===== config.mk =====
export PLATFORM = sky130hd
export DESIGN_NAME = sprite_compositor_flat
export DESIGN_NICKNAME = d
export VERILOG_FILES = /design/src/rtl/sprite_compositor_if.sv /design/src/rtl/sprite_compositor.sv /design/src/flat_wrapper.sv
export SDC_FILE = /design/constraint.sdc
export NUM_CORES = 1
export LEC_CHECK = 0
export ABC_AREA = 1
export ABC_CLOCK_PERIOD_IN_PS = 950
export BUFFER_PORTS_ARGS = -buffer_cell sky130_fd_sc_hd__buf_2
export CORE_ASPECT_RATIO = 1.2
export CORE_MARGIN = 1.5
export CORE_UTILIZATION = 36
export DETAILED_ROUTE_END_ITERATION = 8
export PLACE_DENSITY = 0.78
export SYNTH_ARGS = -nofsm -noshare
export SYNTH_HDL_FRONTEND = slang
export SYNTH_SLANG_ARGS = --single-unit

===== constraint.sdc =====
create_clock -name clk -period 0.95 [get_ports clk]
set_clock_uncertainty 0.1 [all_clocks]
set_input_delay 0.19 -clock clk [delete_from_list [all_inputs] [get_ports clk]]
set_output_delay 0.19 -clock clk [all_outputs]
set_load 0.01 [all_outputs]

===== src/rtl/sprite_compositor_if.sv =====
// Pixel-side bundle for sprite_compositor: per-layer pixel inputs, frame controls and RGB outputs.
// The master modport drives pixels in and receives RGB; the slave modport is the compositor.
interface sprite_compositor_if #(
    parameter int NUM_LAYERS  = 2,
    parameter int COLOR_DEPTH = 2
);
    logic                              active;
    logic                              frame_start;
    logic [9:0]                        ycoord;
    logic [NUM_LAYERS*COLOR_DEPTH-1:0] layer_color;
    logic [NUM_LAYERS-1:0]             layer_active;
    logic [NUM_LAYERS*COLOR_DEPTH-1:0] layer_key;
    logic [NUM_LAYERS-1:0]             layer_enable_in;
    logic [NUM_LAYERS-1:0]             flash_trigger;
    logic [7:0]                        vga_r;
    logic [7:0]                        vga_g;
    logic [7:0]                        vga_b;
    logic                              pix_valid;
    logic                              collision;

    modport master (
        output active, frame_start, ycoord, layer_color, layer_active, layer_key,
               layer_enable_in, flash_trigger,
        input  vga_r, vga_g, vga_b, pix_valid, collision
    );

    modport slave (
        input  active, frame_start, ycoord, layer_color, layer_active, layer_key,
               layer_enable_in, flash_trigger,
        output vga_r, vga_g, vga_b, pix_valid, collision
    );
endinterface


===== src/rtl/sprite_compositor.sv =====
// N-layer priority sprite compositor: transparency keys, floor/sky background, 2-stage RGB pipeline,
// per-frame collision report and frame-synchronous enables. Optional hit flash: COMPOSITOR_FLASH_EN.
module sprite_compositor #(
    parameter int NUM_LAYERS    = 2,
    parameter int COLOR_DEPTH   = 2,
    parameter int SCREEN_HEIGHT = 480,
    parameter int FLOOR_HEIGHT  = 40,
    parameter int FLASH_FRAMES  = 8
) (
    input  logic               clk,
    input  logic               reset,
    sprite_compositor_if.slave px
);
    localparam logic [COLOR_DEPTH-1:0] BLACK_CODE = COLOR_DEPTH'(0);
    localparam logic [COLOR_DEPTH-1:0] WHITE_CODE = COLOR_DEPTH'(1);
    localparam logic [COLOR_DEPTH-1:0] RED_CODE   = COLOR_DEPTH'(2);
    localparam logic [COLOR_DEPTH-1:0] BLUE_CODE  = COLOR_DEPTH'(3);

    localparam logic [23:0] COLOR_BLACK = 24'h000000;
    localparam logic [23:0] COLOR_WHITE = 24'hFFFFFF;
    localparam logic [23:0] COLOR_RED   = 24'hFF0000;
    localparam logic [23:0] COLOR_BLUE  = 24'h0000FF;

    localparam logic [9:0] FLOOR_Y = 10'(SCREEN_HEIGHT - FLOOR_HEIGHT);
    localparam int         FW      = $clog2(FLASH_FRAMES + 1);

    function automatic logic [23:0] map_code(input logic [COLOR_DEPTH-1:0] code);
        case (code)
            BLACK_CODE: map_code = COLOR_BLACK;
            WHITE_CODE: map_code = COLOR_WHITE;
            RED_CODE:   map_code = COLOR_RED;
            BLUE_CODE:  map_code = COLOR_BLUE;
            default:    map_code = 24'h000000;
        endcase
    endfunction

    logic [NUM_LAYERS-1:0]  r_en_q;
    logic [NUM_LAYERS-1:0]  w_opaque;
    logic [COLOR_DEPTH-1:0] w_color [NUM_LAYERS];
    logic [COLOR_DEPTH-1:0] w_code;
    logic                   w_overlap;

    logic [COLOR_DEPTH-1:0] r_code_p1;
    logic                   r_vld_p1;
    logic                   r_ovl_p1;
    logic [23:0]            r_rgb_p2;
    logic                   r_vld_p2;
    logic                   r_coll_live;
    logic                   r_collision;

`ifdef COMPOSITOR_FLASH_EN
    logic [FW-1:0] r_flash_cnt [NUM_LAYERS];

    always_ff @(posedge clk) begin
        for (int i = 0; i < NUM_LAYERS; i++) begin
            if (reset) begin
                r_flash_cnt[i] <= '0;
            end else if (px.flash_trigger[i]) begin
                r_flash_cnt[i] <= FW'(FLASH_FRAMES);
            end else if (px.frame_start && (r_flash_cnt[i] != '0)) begin
                r_flash_cnt[i] <= r_flash_cnt[i] - FW'(1);
            end
        end
    end

    // An odd count is necessarily non-zero, so the LSB alone selects the white phase.
    always_comb begin
        for (int i = 0; i < NUM_LAYERS; i++) begin
            w_color[i] = r_flash_cnt[i][0] ? WHITE_CODE
                                           : px.layer_color[i*COLOR_DEPTH +: COLOR_DEPTH];
        end
    end
`else
    logic w_unused_flash;
    assign w_unused_flash = (^px.flash_trigger) ^ (FW == 0);

    always_comb begin
        for (int i = 0; i < NUM_LAYERS; i++) begin
            w_color[i] = px.layer_color[i*COLOR_DEPTH +: COLOR_DEPTH];
        end
    end
`endif

    always_comb begin
        w_opaque = '0;
        for (int i = 0; i < NUM_LAYERS; i++) begin
            w_opaque[i] = px.layer_active[i] && r_en_q[i] &&
                          (px.layer_color[i*COLOR_DEPTH +: COLOR_DEPTH] !=
                           px.layer_key[i*COLOR_DEPTH +: COLOR_DEPTH]);
        end
    end

    // Scan from the lowest priority up so layer 0 is the last (winning) assignment.
    always_comb begin
        w_code = (px.ycoord >= FLOOR_Y) ? BLACK_CODE : WHITE_CODE;
        for (int i = NUM_LAYERS - 1; i >= 0; i--) begin
            if (w_opaque[i]) begin
                w_code = w_color[i];
            end
        end
    end

    // Clearing the lowest set bit leaves something only when two or more layers are opaque.
    assign w_overlap = px.active && ((w_opaque & (w_opaque - NUM_LAYERS'(1))) != '0);

    // Stage 1: selected code, delayed active, overlap flag
    always_ff @(posedge clk) begin
        if (reset) begin
            r_code_p1 <= '0;
            r_vld_p1  <= 1'b0;
            r_ovl_p1  <= 1'b0;
        end else begin
            r_code_p1 <= w_code;
            r_vld_p1  <= px.active;
            r_ovl_p1  <= w_overlap;
        end
    end

    // Stage 2: colour lookup with blanking
    always_ff @(posedge clk) begin
        if (reset) begin
            r_rgb_p2 <= '0;
            r_vld_p2 <= 1'b0;
        end else begin
            r_rgb_p2 <= r_vld_p1 ? map_code(r_code_p1) : 24'h000000;
            r_vld_p2 <= r_vld_p1;
        end
    end

    // An overlap arriving with frame_start is counted toward the frame that is just beginning.
    always_ff @(posedge clk) begin
        if (reset) begin
            r_en_q      <= '1;
            r_coll_live <= 1'b0;
            r_collision <= 1'b0;
        end else if (px.frame_start) begin
            r_en_q      <= px.layer_enable_in;
            r_collision <= r_coll_live;
            r_coll_live <= r_ovl_p1;
        end else if (r_ovl_p1) begin
            r_coll_live <= 1'b1;
        end
    end

    assign px.vga_r     = r_rgb_p2[23:16];
    assign px.vga_g     = r_rgb_p2[15:8];
    assign px.vga_b     = r_rgb_p2[7:0];
    assign px.pix_valid = r_vld_p2;
    assign px.collision = r_collision;
endmodule


===== src/flat_wrapper.sv =====
// flat-port wrapper written by rule: the top's interface ports become plain ports
module sprite_compositor_flat 
#(
    parameter int NUM_LAYERS    = 2,
    parameter int COLOR_DEPTH   = 2,
    parameter int SCREEN_HEIGHT = 480,
    parameter int FLOOR_HEIGHT  = 40,
    parameter int FLASH_FRAMES  = 8
)
  (clk, reset, px_active, px_frame_start, px_ycoord, px_layer_color, px_layer_active, px_layer_key, px_layer_enable_in, px_flash_trigger, px_vga_r, px_vga_g, px_vga_b, px_pix_valid, px_collision);
  sprite_compositor_if #(.NUM_LAYERS(NUM_LAYERS), .COLOR_DEPTH(COLOR_DEPTH)) px_i ();
  input  logic clk;
  input  logic reset;
  input wire logic [$bits(px_i.active)-1:0] px_active;
  input wire logic [$bits(px_i.frame_start)-1:0] px_frame_start;
  input wire logic [$bits(px_i.ycoord)-1:0] px_ycoord;
  input wire logic [$bits(px_i.layer_color)-1:0] px_layer_color;
  input wire logic [$bits(px_i.layer_active)-1:0] px_layer_active;
  input wire logic [$bits(px_i.layer_key)-1:0] px_layer_key;
  input wire logic [$bits(px_i.layer_enable_in)-1:0] px_layer_enable_in;
  input wire logic [$bits(px_i.flash_trigger)-1:0] px_flash_trigger;
  output wire logic [$bits(px_i.vga_r)-1:0] px_vga_r;
  output wire logic [$bits(px_i.vga_g)-1:0] px_vga_g;
  output wire logic [$bits(px_i.vga_b)-1:0] px_vga_b;
  output wire logic [$bits(px_i.pix_valid)-1:0] px_pix_valid;
  output wire logic [$bits(px_i.collision)-1:0] px_collision;
  assign px_i.active = px_active;
  assign px_i.frame_start = px_frame_start;
  assign px_i.ycoord = px_ycoord;
  assign px_i.layer_color = px_layer_color;
  assign px_i.layer_active = px_layer_active;
  assign px_i.layer_key = px_layer_key;
  assign px_i.layer_enable_in = px_layer_enable_in;
  assign px_i.flash_trigger = px_flash_trigger;
  assign px_vga_r = px_i.vga_r;
  assign px_vga_g = px_i.vga_g;
  assign px_vga_b = px_i.vga_b;
  assign px_pix_valid = px_i.pix_valid;
  assign px_collision = px_i.collision;
  sprite_compositor #(.NUM_LAYERS(NUM_LAYERS), .COLOR_DEPTH(COLOR_DEPTH), .SCREEN_HEIGHT(SCREEN_HEIGHT), .FLOOR_HEIGHT(FLOOR_HEIGHT), .FLASH_FRAMES(FLASH_FRAMES)) u_core (.clk(clk), .reset(reset), .px(px_i));
endmodule

==> metrics.txt <==
Vias=767; starting density of the core=37.3%; Max Cap Viol=0; commonest non-fill, non-tap cell in the layout=buf_2; CTS Sinks=12; PortBufs=48; Synth area leader=dfxtp_1; crit path DAT=780 ps; hold path depth=3; Die Wd=44.9 um; Max stage delay on crit path=380 ps; cells after synthesis=110; Setup CP Type=register to output pin; syn_area_per_cell=6.88 sq um; drt drc=0; total die area=2390 sq um; post-route ant nets=0; Startpoint Class=register; # setup viols final=27; Routability Congestion=0.697; violated checks=setup timing; Via density=4.59; CTS Buffer Depth=2; Max Clk Rate=934 MHz; synthesized area=between 700 and 800 sq um; number of global-route vias before repair=562; GRT busiest layer=met2; CP Capture Type=output pin; number of iterations in the first detailed-routing pass=4; Slowest-stage cell, CP=dfxtp_4; M2 GR Usage=between 20% and 30%; register bit total from synthesis=12; Critical Path Stages=1; first-pass GRT wire length=1930 um; die height=53.2 um; Final nets=180; GR Util All Layers=a little under an eighth; most frequent cells in the layout=43 x buf_2, 19 x nand2_1, 16 x inv_1, 13 x nor2_1; # fillers=177; PnR worst setup slack=-120 ps; root buffer cell=clkbuf_4; initial antenna violation count=0; fraction of layout cells with a size suffix above 1=56.5%; Synth top area share=31.7%; sequential area share after synthesis=around a third; Core ar.=2030 sq um; boundary pin count=54; GR Util met3=between 5 and 6%; Clock transition at path regs=around 80 ps; syn_nets=around 140; Yosys Warn Count=0; post-route minimum period=1070 ps; drt total wl=1390 um; area grow syn2layout=41.0%; ANT cells=0; H-tree level count=1; Pins Over Slew Limit=0; delay-heaviest family, CP=flip-flops; final hold slack=~30 ps; DP HPWL=1090 um; Final Hold Viols=0; RSZ-0062 raised after global routing=true; largest net degree at the start of global routing=9; synth unique cells=13; Critical Path, Cell by Cell=buf_2; PwrDens=1160 nW/um^2; CTS buffer count=3; filler-free cell count of the finished design=167; Worst Path Required=660 ps; Leak=between 0.6 and 0.7 nW; GRT overflow=0; CP bufs+invs=1; Hold Path Class=input port to register; run status=finished with violations; Max FO, Critical Path=8; First DRT Iteration DRCs=9; R2R depth=4; placed cell count=around 160; Worst-Skew Late Latency=270 ps; Setup WS pre-CTS=-118 ps; CTS tree=built; WL/cell=8.34 um; final critical-path share of the clock period=113%; FP Rows=18; met1 usage=between 10% and 20%; actual slew at the worst max-slew pin=209 ps; slew margin rel.=86.1%; maximum vdd ir drop=roughly 1100 uV; largest cells by area after synthesis=dfxtp_1 32%, buf_4 21%, inv_1 10%
## final timing paths
check	start	end	slack, ps
setup / recovery	u_core.r_rgb_p2[15]	px_vga_g[0]	-120
hold / removal	px_active	u_core.r_vld_p1	30
setup reg to reg	u_core.r_code_p1[0]	u_core.r_rgb_p2[22]	-10
hold reg to reg	u_core.r_ovl_p1	u_core.r_coll_live	350
## synthesized netlist by cell type (all sizes together)
master and number:
ha 4, nand3 4, buf 21, nand2 25, nor3 2, inv 21
dfxtp 12, a21oi 3, nor2 13, o21ai 4, xnor2 1
## cell type report
type | instances | area (sq um) | share of cell area, %
Multi-Input combinational cell | 56 | 340 | 31.9
Timing Repair Buffer | 54 | 319 | 29.9
Sequential cell | 12 | 263 | 24.6
Inverter | 21 | 83.8 | 7.85
Clock buffer | 4 | 36.3 | 3.40
Tap cell | 20 | 25.0 | 2.34
## registers in the layout, indices dropped and copies added (netlist names)
register and cells:
u_core.px.pix_valid 1, u_core.r_code_p1 2, u_core.r_ovl_p1 1, u_core.px.collision 1, u_core.r_coll_live 1, u_core.r_en_q 2
u_core.r_rgb_p2 3, u_core.r_vld_p1 1
## logic make-up after synthesis
logic type               count (synthesis)  share of synthesized area, %
adder cells (fa/ha/maj)                  4                          6.61
AND/OR/NAND/NOR                         44                          24.1
XOR/XNOR                                 1                          1.16
flip-flops                              12                          31.7
buffers and inverters                   42                          31.2
AO/OA/AOI/OAI                            7                          5.12
## layer usage
metal / part of all wire (%) / wire (um)
met5: 0 / 0
met4: 0.72 / 10
met3: 12 / 163
met2: 51 / 714
met1: 36 / 505
## where the power goes
part,internal [mW],leakage (nW),total (mW),switching [mW]
sequential,0.523,0.102,0.551,0.0282
combinational,0.140,0.517,0.286,0.146
clock,0.233,0.0210,0.400,0.168
## stage by stage
stage	util, %	instance area [sq um]	power (mW)	setup TNS (ps)
final	52.7	1070	1.24	-2680
after global routing	52.7	1070	1.29	-3650
after CTS	49.6	1000	1.20	-2890
after detailed placement	44.2	896	0.791	-232
after global placement	44.2	896	0.779	-167
after floorplan	-	758	0.708	0
## what timing repair did
| item | in CTS | in global routing |
|---|---|---|
| hold buffers | 1 | 0 |
| cloned | 0 | 0 |
| pin swaps | 1 | 6 |
| setup endpoints to repair | 29 | 30 |
| setup buffers | 1 | 0 |
| hold endpoints to repair | 1 | 0 |
| gates resized for setup | 19 | 18 |
No activity file was read; power rests on OpenSTA's default activity.
